--- src/rtl/microwave_controller.sv ---
// Microwave oven controller: keypad time entry, 1 s countdown, door interlock.
// Define MICROWAVE_BEEP_EN to sound the buzzer for BEEP_SECS seconds in DONE.
module microwave_controller #(
    parameter int unsigned TICK_DIV  = 50000000,
    parameter int unsigned BEEP_SECS = 3
) (
    input  logic       clk,
    input  logic       rst,
    input  logic       door_open,
    input  logic       key_start,
    input  logic       key_stop,
    input  logic       key_add_min,
    input  logic       key_add_10s,
    output logic       magnetron_on,
    output logic       lamp_on,
    output logic       buzzer,
    output logic [6:0] time_min,
    output logic [5:0] time_sec,
    output logic [2:0] state,
    output logic       done
);
    typedef enum logic [2:0] {
        S_IDLE  = 3'd0,
        S_SET   = 3'd1,
        S_COOK  = 3'd2,
        S_PAUSE = 3'd3,
        S_DONE  = 3'd4
    } state_t;

    localparam int unsigned PW = $clog2(TICK_DIV);
    localparam logic [PW-1:0] PRESC_LAST = PW'(TICK_DIV - 1);

    state_t        state_q, state_d;
    logic [6:0]    min_q, min_d;
    logic [5:0]    sec_q, sec_d;
    logic [PW-1:0] presc_q, presc_d;
    logic          done_q, done_d;

    logic          k_stop, k_start, k_min, k_10s, any_key, tick, beep_end;
    logic [12:0]   cur_t, dec_t, cook_t, cur_add, cook_add;

    // Add keys saturate at 99:59 and never lower the time.
    function automatic logic [12:0] add_time(input logic [12:0] t,
                                             input logic am,
                                             input logic a10);
        logic [6:0] m;
        logic [5:0] s;
        {m, s} = t;
        if (am) begin
            if (m < 7'd99) m = m + 7'd1;
        end else if (a10) begin
            if (s < 6'd50) begin
                s = s + 6'd10;
            end else if (m < 7'd99) begin
                m = m + 7'd1;
                s = s - 6'd50;
            end else begin
                s = 6'd59;
            end
        end
        return {m, s};
    endfunction

    assign k_stop  = key_stop;
    assign k_start = key_start & ~key_stop;
    assign k_min   = key_add_min & ~key_start & ~key_stop;
    assign k_10s   = key_add_10s & ~key_add_min & ~key_start & ~key_stop;
    assign any_key = key_start | key_stop | key_add_min | key_add_10s;
    assign tick    = (presc_q == PRESC_LAST);

    assign cur_t    = {min_q, sec_q};
    assign dec_t    = (sec_q != 6'd0) ? {min_q, sec_q - 6'd1}
                                      : {min_q - 7'd1, 6'd59};
    assign cook_t   = tick ? dec_t : cur_t;
    assign cur_add  = add_time(cur_t, k_min, k_10s);
    assign cook_add = add_time(cook_t, k_min, k_10s);

`ifdef MICROWAVE_BEEP_EN
    localparam int unsigned BEEP_CYC = BEEP_SECS * TICK_DIV;
    localparam int unsigned BW = $clog2(BEEP_CYC);
    localparam logic [BW-1:0] BEEP_LAST = BW'(BEEP_CYC - 1);

    logic [BW-1:0] beep_q, beep_d;

    always_comb begin
        beep_d = '0;
        if (state_q == S_DONE) beep_d = beep_q + 1'b1;
    end

    always_ff @(posedge clk or posedge rst) begin
        if (rst) beep_q <= '0;
        else     beep_q <= beep_d;
    end

    assign beep_end = (beep_q == BEEP_LAST);
    assign buzzer   = (state_q == S_DONE);
`else
    logic unused_beep;
    assign unused_beep = ^BEEP_SECS;
    assign beep_end    = 1'b1;
    assign buzzer      = 1'b0;
`endif

    always_comb begin
        state_d = state_q;
        min_d   = min_q;
        sec_d   = sec_q;
        presc_d = '0;
        done_d  = 1'b0;
        unique case (state_q)
            S_IDLE: begin
                min_d = '0;
                sec_d = '0;
                if (k_start) begin
                    if (!door_open) begin
                        state_d = S_COOK;
                        sec_d   = 6'd30;
                    end
                end else if (k_min || k_10s) begin
                    state_d        = S_SET;
                    {min_d, sec_d} = cur_add;
                end
            end
            S_SET, S_PAUSE: begin
                if (k_stop) begin
                    state_d = S_IDLE;
                    min_d   = '0;
                    sec_d   = '0;
                end else if (k_start) begin
                    if (!door_open) state_d = S_COOK;
                end else begin
                    {min_d, sec_d} = cur_add;
                end
            end
            S_COOK: begin
                if (k_stop || door_open) begin
                    state_d = S_PAUSE;
                end else begin
                    presc_d        = tick ? '0 : presc_q + 1'b1;
                    {min_d, sec_d} = cook_add;
                    // A coinciding add key keeps the time above zero.
                    if (cook_add == 13'd0) begin
                        state_d = S_DONE;
                        done_d  = 1'b1;
                    end
                end
            end
            S_DONE: begin
                min_d = '0;
                sec_d = '0;
                if (any_key || door_open || beep_end) state_d = S_IDLE;
            end
            default: begin
                state_d = S_IDLE;
                min_d   = '0;
                sec_d   = '0;
            end
        endcase
    end

    always_ff @(posedge clk or posedge rst) begin
        if (rst) begin
            state_q <= S_IDLE;
            min_q   <= '0;
            sec_q   <= '0;
            presc_q <= '0;
            done_q  <= 1'b0;
        end else begin
            state_q <= state_d;
            min_q   <= min_d;
            sec_q   <= sec_d;
            presc_q <= presc_d;
            done_q  <= done_d;
        end
    end

    assign state        = state_q;
    assign time_min     = min_q;
    assign time_sec     = sec_q;
    assign done         = done_q;
    assign magnetron_on = (state_q == S_COOK) & ~door_open;
    assign lamp_on      = door_open | (state_q == S_COOK);

endmodule

--- config.mk ---
export PLATFORM = sky130hd
export DESIGN_NAME = microwave_controller
export DESIGN_NICKNAME = d
export VERILOG_FILES = /design/src/rtl/microwave_controller.sv
export SDC_FILE = /design/constraint.sdc
export NUM_CORES = 1
export LEC_CHECK = 0
export CORE_MARGIN = 2
export CORE_UTILIZATION = 40
export CTS_CLUSTER_DIAMETER = 100
export DETAILED_ROUTE_END_ITERATION = 8
export GPL_TIMING_DRIVEN = 1
export PLACE_DENSITY = 0.59
export SETUP_SLACK_MARGIN = 0.4
export SLEW_MARGIN = 10
export SYNTH_ARGS = -nofsm -noshare
export SYNTH_HDL_FRONTEND = slang
export SYNTH_SLANG_ARGS = --single-unit
--- constraint.sdc ---
create_clock -name clk -period 4.5 [get_ports clk]
set_input_delay 0.675 -clock clk [delete_from_list [all_inputs] [get_ports clk]]
set_output_delay 0.675 -clock clk [all_outputs]
set_load 0.05 [all_outputs]
After elaboration in Yosys (flattened, before gate mapping):

Index checks and enable logic that the tools add are counted.

* input port bits: 7
* word-level logic and storage cells: 92
* output and inout port bits: 20
* flip-flop bits (word level): 43

* muxes and demuxes: 45
* $add $sub $neg: 9
* bitwise logic cells: 12
* $lt $le $gt $ge: 4
* reductions and logical operators: 8
* equality and inequality tests: 9

Operator list (number)
* 7-bit 2-to-1 mux: 13
* 26-bit 2-to-1 mux: 3
* 6-bit 2-to-1 mux: 13
* 26-bit by 1-bit adder with 26-bit output, second input constant: 1
* 26-bit equality test, second input constant: 1
* 13-bit 2-to-1 mux: 2
* 3-bit 2-to-1 mux: 7
* 7-bit case mux with 3 select lines: 1
* 6-bit case mux with 3 select lines: 1
* 7-bit by 1-bit adder with 7-bit output, second input constant: 2
* 7-bit < comparator, second input constant: 2
* 13-bit zero test: 1
* 6-bit by 4-bit adder with 6-bit output, second input constant: 2
* 6-bit < comparator, second input constant: 2
* 3-bit != test, second input constant: 4
* 6-bit subtractor, second input constant: 2
* 3-bit case mux with 3 select lines: 1
* 1-bit bitwise AND: 7
* 7-bit by 1-bit subtractor with 7-bit output, second input constant: 1
* 3-bit by 2-bit equality test with 1-bit output, second input constant: 2
* 6-bit nonzero test: 1
* 6-bit by 1-bit subtractor with 6-bit output, second input constant: 1
* 5-bit 2-to-1 mux: 1
* 1-bit inverter: 4
* 9 further kinds: 12

Depth between registers and ports, before layout:

* word-level depth: 12
* gate-level depth with buffers: 15
* gate-level depth less buffers: 15

Worst setup path before layout:

Ideal clock, no wire load.

* path type: register -> register
* start: register presc_q[7]
* end: register state_q[1], in the netlist state[1]
* data arrival time: 3477 ps
* buffers on the path: 1
* data required time: 4379 ps
* stages on the path, launching flop included: 12
* slack: 902 ps
* period minus slack after synthesis: 3598 ps
* setup time: 121 ps
* cells stage by stage: dfrtp_1 or4b_4 or4_4 buf_6 nor4_2 xor2_2 o211ai_2 o21ai_2 or3_1 a221oi_1 nand4b_1 a41o_1

* word-level cells in the longest chain between the ends: 10
* elaborated cells on any way between the ends: 18
* classes of those cells: add/sub (3); order compare (2); eq/ne (2); mux (9); reduce/logical (2)

RTL lines
* from (decl): line 36 `logic [PW-1:0] presc_q, presc_d;`
* from (signal assigned): line 172 `presc_q <= presc_d;`
* 26-bit equality test *: line 69 `assign tick = (presc_q == PRESC_LAST);`
* 13-bit 2-to-1 mux *: line 74 `assign cook_t = tick ? dec_t : cur_t;`
* 7-bit by 1-bit adder with 7-bit output (tied with other cells): line 50, 55
* 7-bit 2-to-1 mux or 6-bit 2-to-1 mux (tied branches): line 50, 54
* 7-bit 2-to-1 mux or 6-bit 2-to-1 mux (tied branches): line 52 `if (s < 6'd50) begin`
* 7-bit 2-to-1 mux or 6-bit 2-to-1 mux (tied branches): line 51 `end else if (a10) begin`
* 7-bit 2-to-1 mux or 6-bit 2-to-1 mux (tied branches): line 49 `if (am) begin`
* 13-bit zero test *: line 142 `if (cook_add == 13'd0) begin`
* 3-bit != test (no line) *
* 3-bit AND reduction (no line) *
* to (signal assigned): line 169 `state_q <= state_d;`
* to (decl): line 33 `state_t state_q, state_d;`

Mark *: on every way between the ends. The rest lies on a longest branch, timed or not.
A chain may end at the register's enable or synchronous reset.

Final worst setup path:

Ends and elaborated chain as after synthesis.

==> metrics.md <==
| Metric | Value |
|---|---|
| Setup_tns | `0 ps` |
| HP Start | `presc_q[0]$_DFF_PP0_` |
| R2r worst-path depth | `10` |
| Max Cap Viol | `0` |
| Period utilization | `0.872` |
| Slew Viols, Final | `0` |
| Vias in the first global route | `3,156` |
| Fmax | `255 MHz` |
| Root buffer cell | `clkbuf_8` |
| Commonest non-fill, non-tap cell in the layout | `nor2_1` |
| Layout cells sized above 1 | `0.0882` |
| Hold Fails Final Rpt | `0` |
| FFs w/ async S/R, synth | `1.00` |
| Most frequent cells in the layout | `nor2_1 (68), dfrtp_1 (43), nand2_1 (32), clkdlybuf4s50_1 (25)` |
| Worst Skew | `3.50 ps` |
| Ant diodes | `0` |
| IO Count | `27` |
| GRT Resource Usage Total | `0.202` |
| Min setup slack post-route | `578 ps` |
| Core footprint | `8760 um^2` |
| Antenna-violating nets left | `0` |
| Final HPWL DP | `7280 um` |
| Synth area leader | `dfrtp_1` |
| Synthesis Warnings | `0` |
| DR vias/cell | `5.89` |
| Setup CP Type | `flop to flop` |
| First-pass iteration count of the detailed router | `5` |
| Yosys top cell area share | `0.295` |
| Clock Latency Late Sink | `310 ps` |
| Worst slew pin tran | `914 ps` |
| Routed Wire Length | `9900 um` |
| Final GP Congestion | `0.937` |
| Worst EP arrival | `4120 ps` |
| Die width | `99.4 um` |
| Reg2reg start | `presc_q[7]$_DFF_PP0_` |
| Area after DPL | `3960 um^2` |
| CTS Sinks | `43` |
| Worst R2R Setup Slack | `580 ps` |
| Ys flop type | `dfrtp_1` |
| Hold Crit Depth | `1` |
| Fin area | `4110 um^2` |
| Initial Utilization | `0.416` |
| CTS tree | `done` |
| Site Rows | `34` |
| Synthesized cell area | `3640 um^2` |
| 1st-iter DRT viols | `190` |
| FF-to-FF End | `state[1]$_DFFE_PP0P_` |
| Syn Area/Cell | `8.03 um^2` |
| Die area | `9890 um^2` |
| Critical path data required time | `4700 ps` |
| Syn-to-layout area delta | `12.8%` |
| Relative slew slack | `0.390` |
| Status | `complete, no violations` |
| CTS H-tree depth | `2` |
| Post-route DRC violation count | `0` |
| CP delay by family, top | `simple AND/OR/NAND/NOR gates` |
| Clk slew on worst S/H paths | `90 ps` |
| Routed wire per std cell | `17.0 um` |
| Initial antenna violation count | `0` |
| Via Count | `3,439` |
| Worst Hold End | `presc_q[0]$_DFF_PP0_` |
| Num CTS Buffers | `5` |
| Synth unique cells | `72` |
| Buf+Inv Stages, Crit Path | `0` |
| Slowest cell on crit path | `or4_4` |
| Dpl ws | `468 ps` |
| Power per cell area | `495 nW/um^2` |
| Hold_buf cts | `0` |
| Die height | `99.4 um` |
| Nets | `492` |
| Maximum clock path buffer count | `2` |
| Synth Instances | `454` |
| EDFF count, synth | `0` |
| PortBufs | `25` |
| Filler Cell Count | `862` |
| RSZ-0062 raised after global routing | `false` |
| Top cells by area, synth | `dfrtp_1 (30%), nor2_1 (7.0%), xnor2_1 (4.8%), xor2_1 (4.1%), ha_1 (3.4%)` |
| Critical path endpoint category | `flop` |
| Startpoint Class | `flop` |
| CP max stage delay | `630 ps` |
| Peak supply drop | `0.159 mV` |
| Post-layout min period | `3920 ps` |
| Worst-path maximum fanout | `11` |
| Grt ovf | `0` |
| Global-route wire length before repair | `16,200 um` |
| Syn Nets | `471` |
| Cell leakage power | `1.57 nW` |
| Worst Hold Class | `flop to flop` |
| Setup violations, final | `0` |
| Largest net degree at the start of global routing | `44` |
| Flops & latches, synth | `43` |
| Critical-path cell list | `or4b_4, or4_4, o211ai_1, o211ai_2, a211oi_2, o21ai_2, or3_1, a221oi_1, nand4b_1, a41o_1` |
| Seq/Total Area, Yosys | `0.295` |
[cell type report]
type,count,area (um^2),area share
clock buffer,5,68.8,0.0167
multi-input combinational,375,2410,0.586
sequential,43,1080,0.262
inverter,16,60.1,0.0146
tap,108,135,0.0329
timing repair buffer,34,318,0.0773
clock inverter,3,46.3,0.0113
[what timing repair did]
| action | 4_1_cts | 5_1_grt |
|---|---|---|
| setup buffers | 0 | 2 |
| gates resized for setup | 0 | 2 |
| endpoints found under the setup margin | 0 | 3 |
[through the flow]
stage	utilization	std cells	total power [W]	hold WS, ps
6_report	0.469	584	0.00203	497
5_1_grt	0.469	584	0.00218	516
4_1_cts	0.465	582	0.00203	500
3_5_place_dp	0.452	574	0.00171	486
3_3_place_gp	0.452	574	0.00172	474
2_1_floorplan	-	454	0.00136	448
[Yosys cell counts, drive strengths merged, types with 4 or more instances]
library cell / n
buf: 7
o21ai: 26
o211ai: 7
nor3: 15
clkbuf: 12
or3: 5
a2111oi: 5
o22ai: 4
dfrtp: 43
a211oi: 4
ha: 10
nor4: 9
nand2b: 6
nand2: 32
or2: 4
and2: 5
a31oi: 7
nor2: 68
nor4b: 5
and3: 10
xnor2: 20
a21oi: 24
nand4: 10
nand3b: 4
inv: 16
xor2: 18
nand3: 24
[sequential cells by signal, indices dropped and copies added, names as in the netlist]
name / cells
done: 1
presc_q: 26
state: 3
time_min: 7
time_sec: 6
[cells by family (layout without fill, tap and decap cells)]
kind of cell             after synthesis  in the layout  synth area share
AO/OA/AOI/OAI                        107            107             0.200
XOR/XNOR                              38             38            0.0934
adder cells (fa/ha/maj)               10             10            0.0343
buffers and inverters                 36             58            0.0488
flip-flops                            43             43             0.295
multiplexers                           4              4            0.0117
other                                  1              1           0.00103
AND/OR/NAND/NOR                      215            215             0.316
[worst max path at each step]
stage,from,end,depth (start not counted)
finish,presc_q[7]$_DFF_PP0_,state[1]$_DFFE_PP0P_,10
global route,presc_q[7]$_DFF_PP0_,state[1]$_DFFE_PP0P_,10
CTS,presc_q[7]$_DFF_PP0_,state[1]$_DFFE_PP0P_,13
detailed placement,presc_q[7]$_DFF_PP0_,state[1]$_DFFE_PP0P_,13
global placement,presc_q[7]$_DFF_PP0_,state[1]$_DFFE_PP0P_,13
floorplan,presc_q[7]$_DFF_PP0_,state[1]$_DFFE_PP0P_,11
[power breakdown]
part / internal [W] / switching, W
clock: 0.000167 / 0.000153
combinational: 0.000409 / 0.000770
sequential: 0.000432 / 0.000102
[routing by layer]
layer / part of all wire / GRT usage / wire, um
met1: 0.44 / 0.271 / 4390
met2: 0.49 / 0.338 / 4850
met3: 0.048 / 0.0281 / 480
met4: 0.018 / 0.0632 / 178
met5: 0 / 0 / 0
Power figures use the tool's default switching activity.
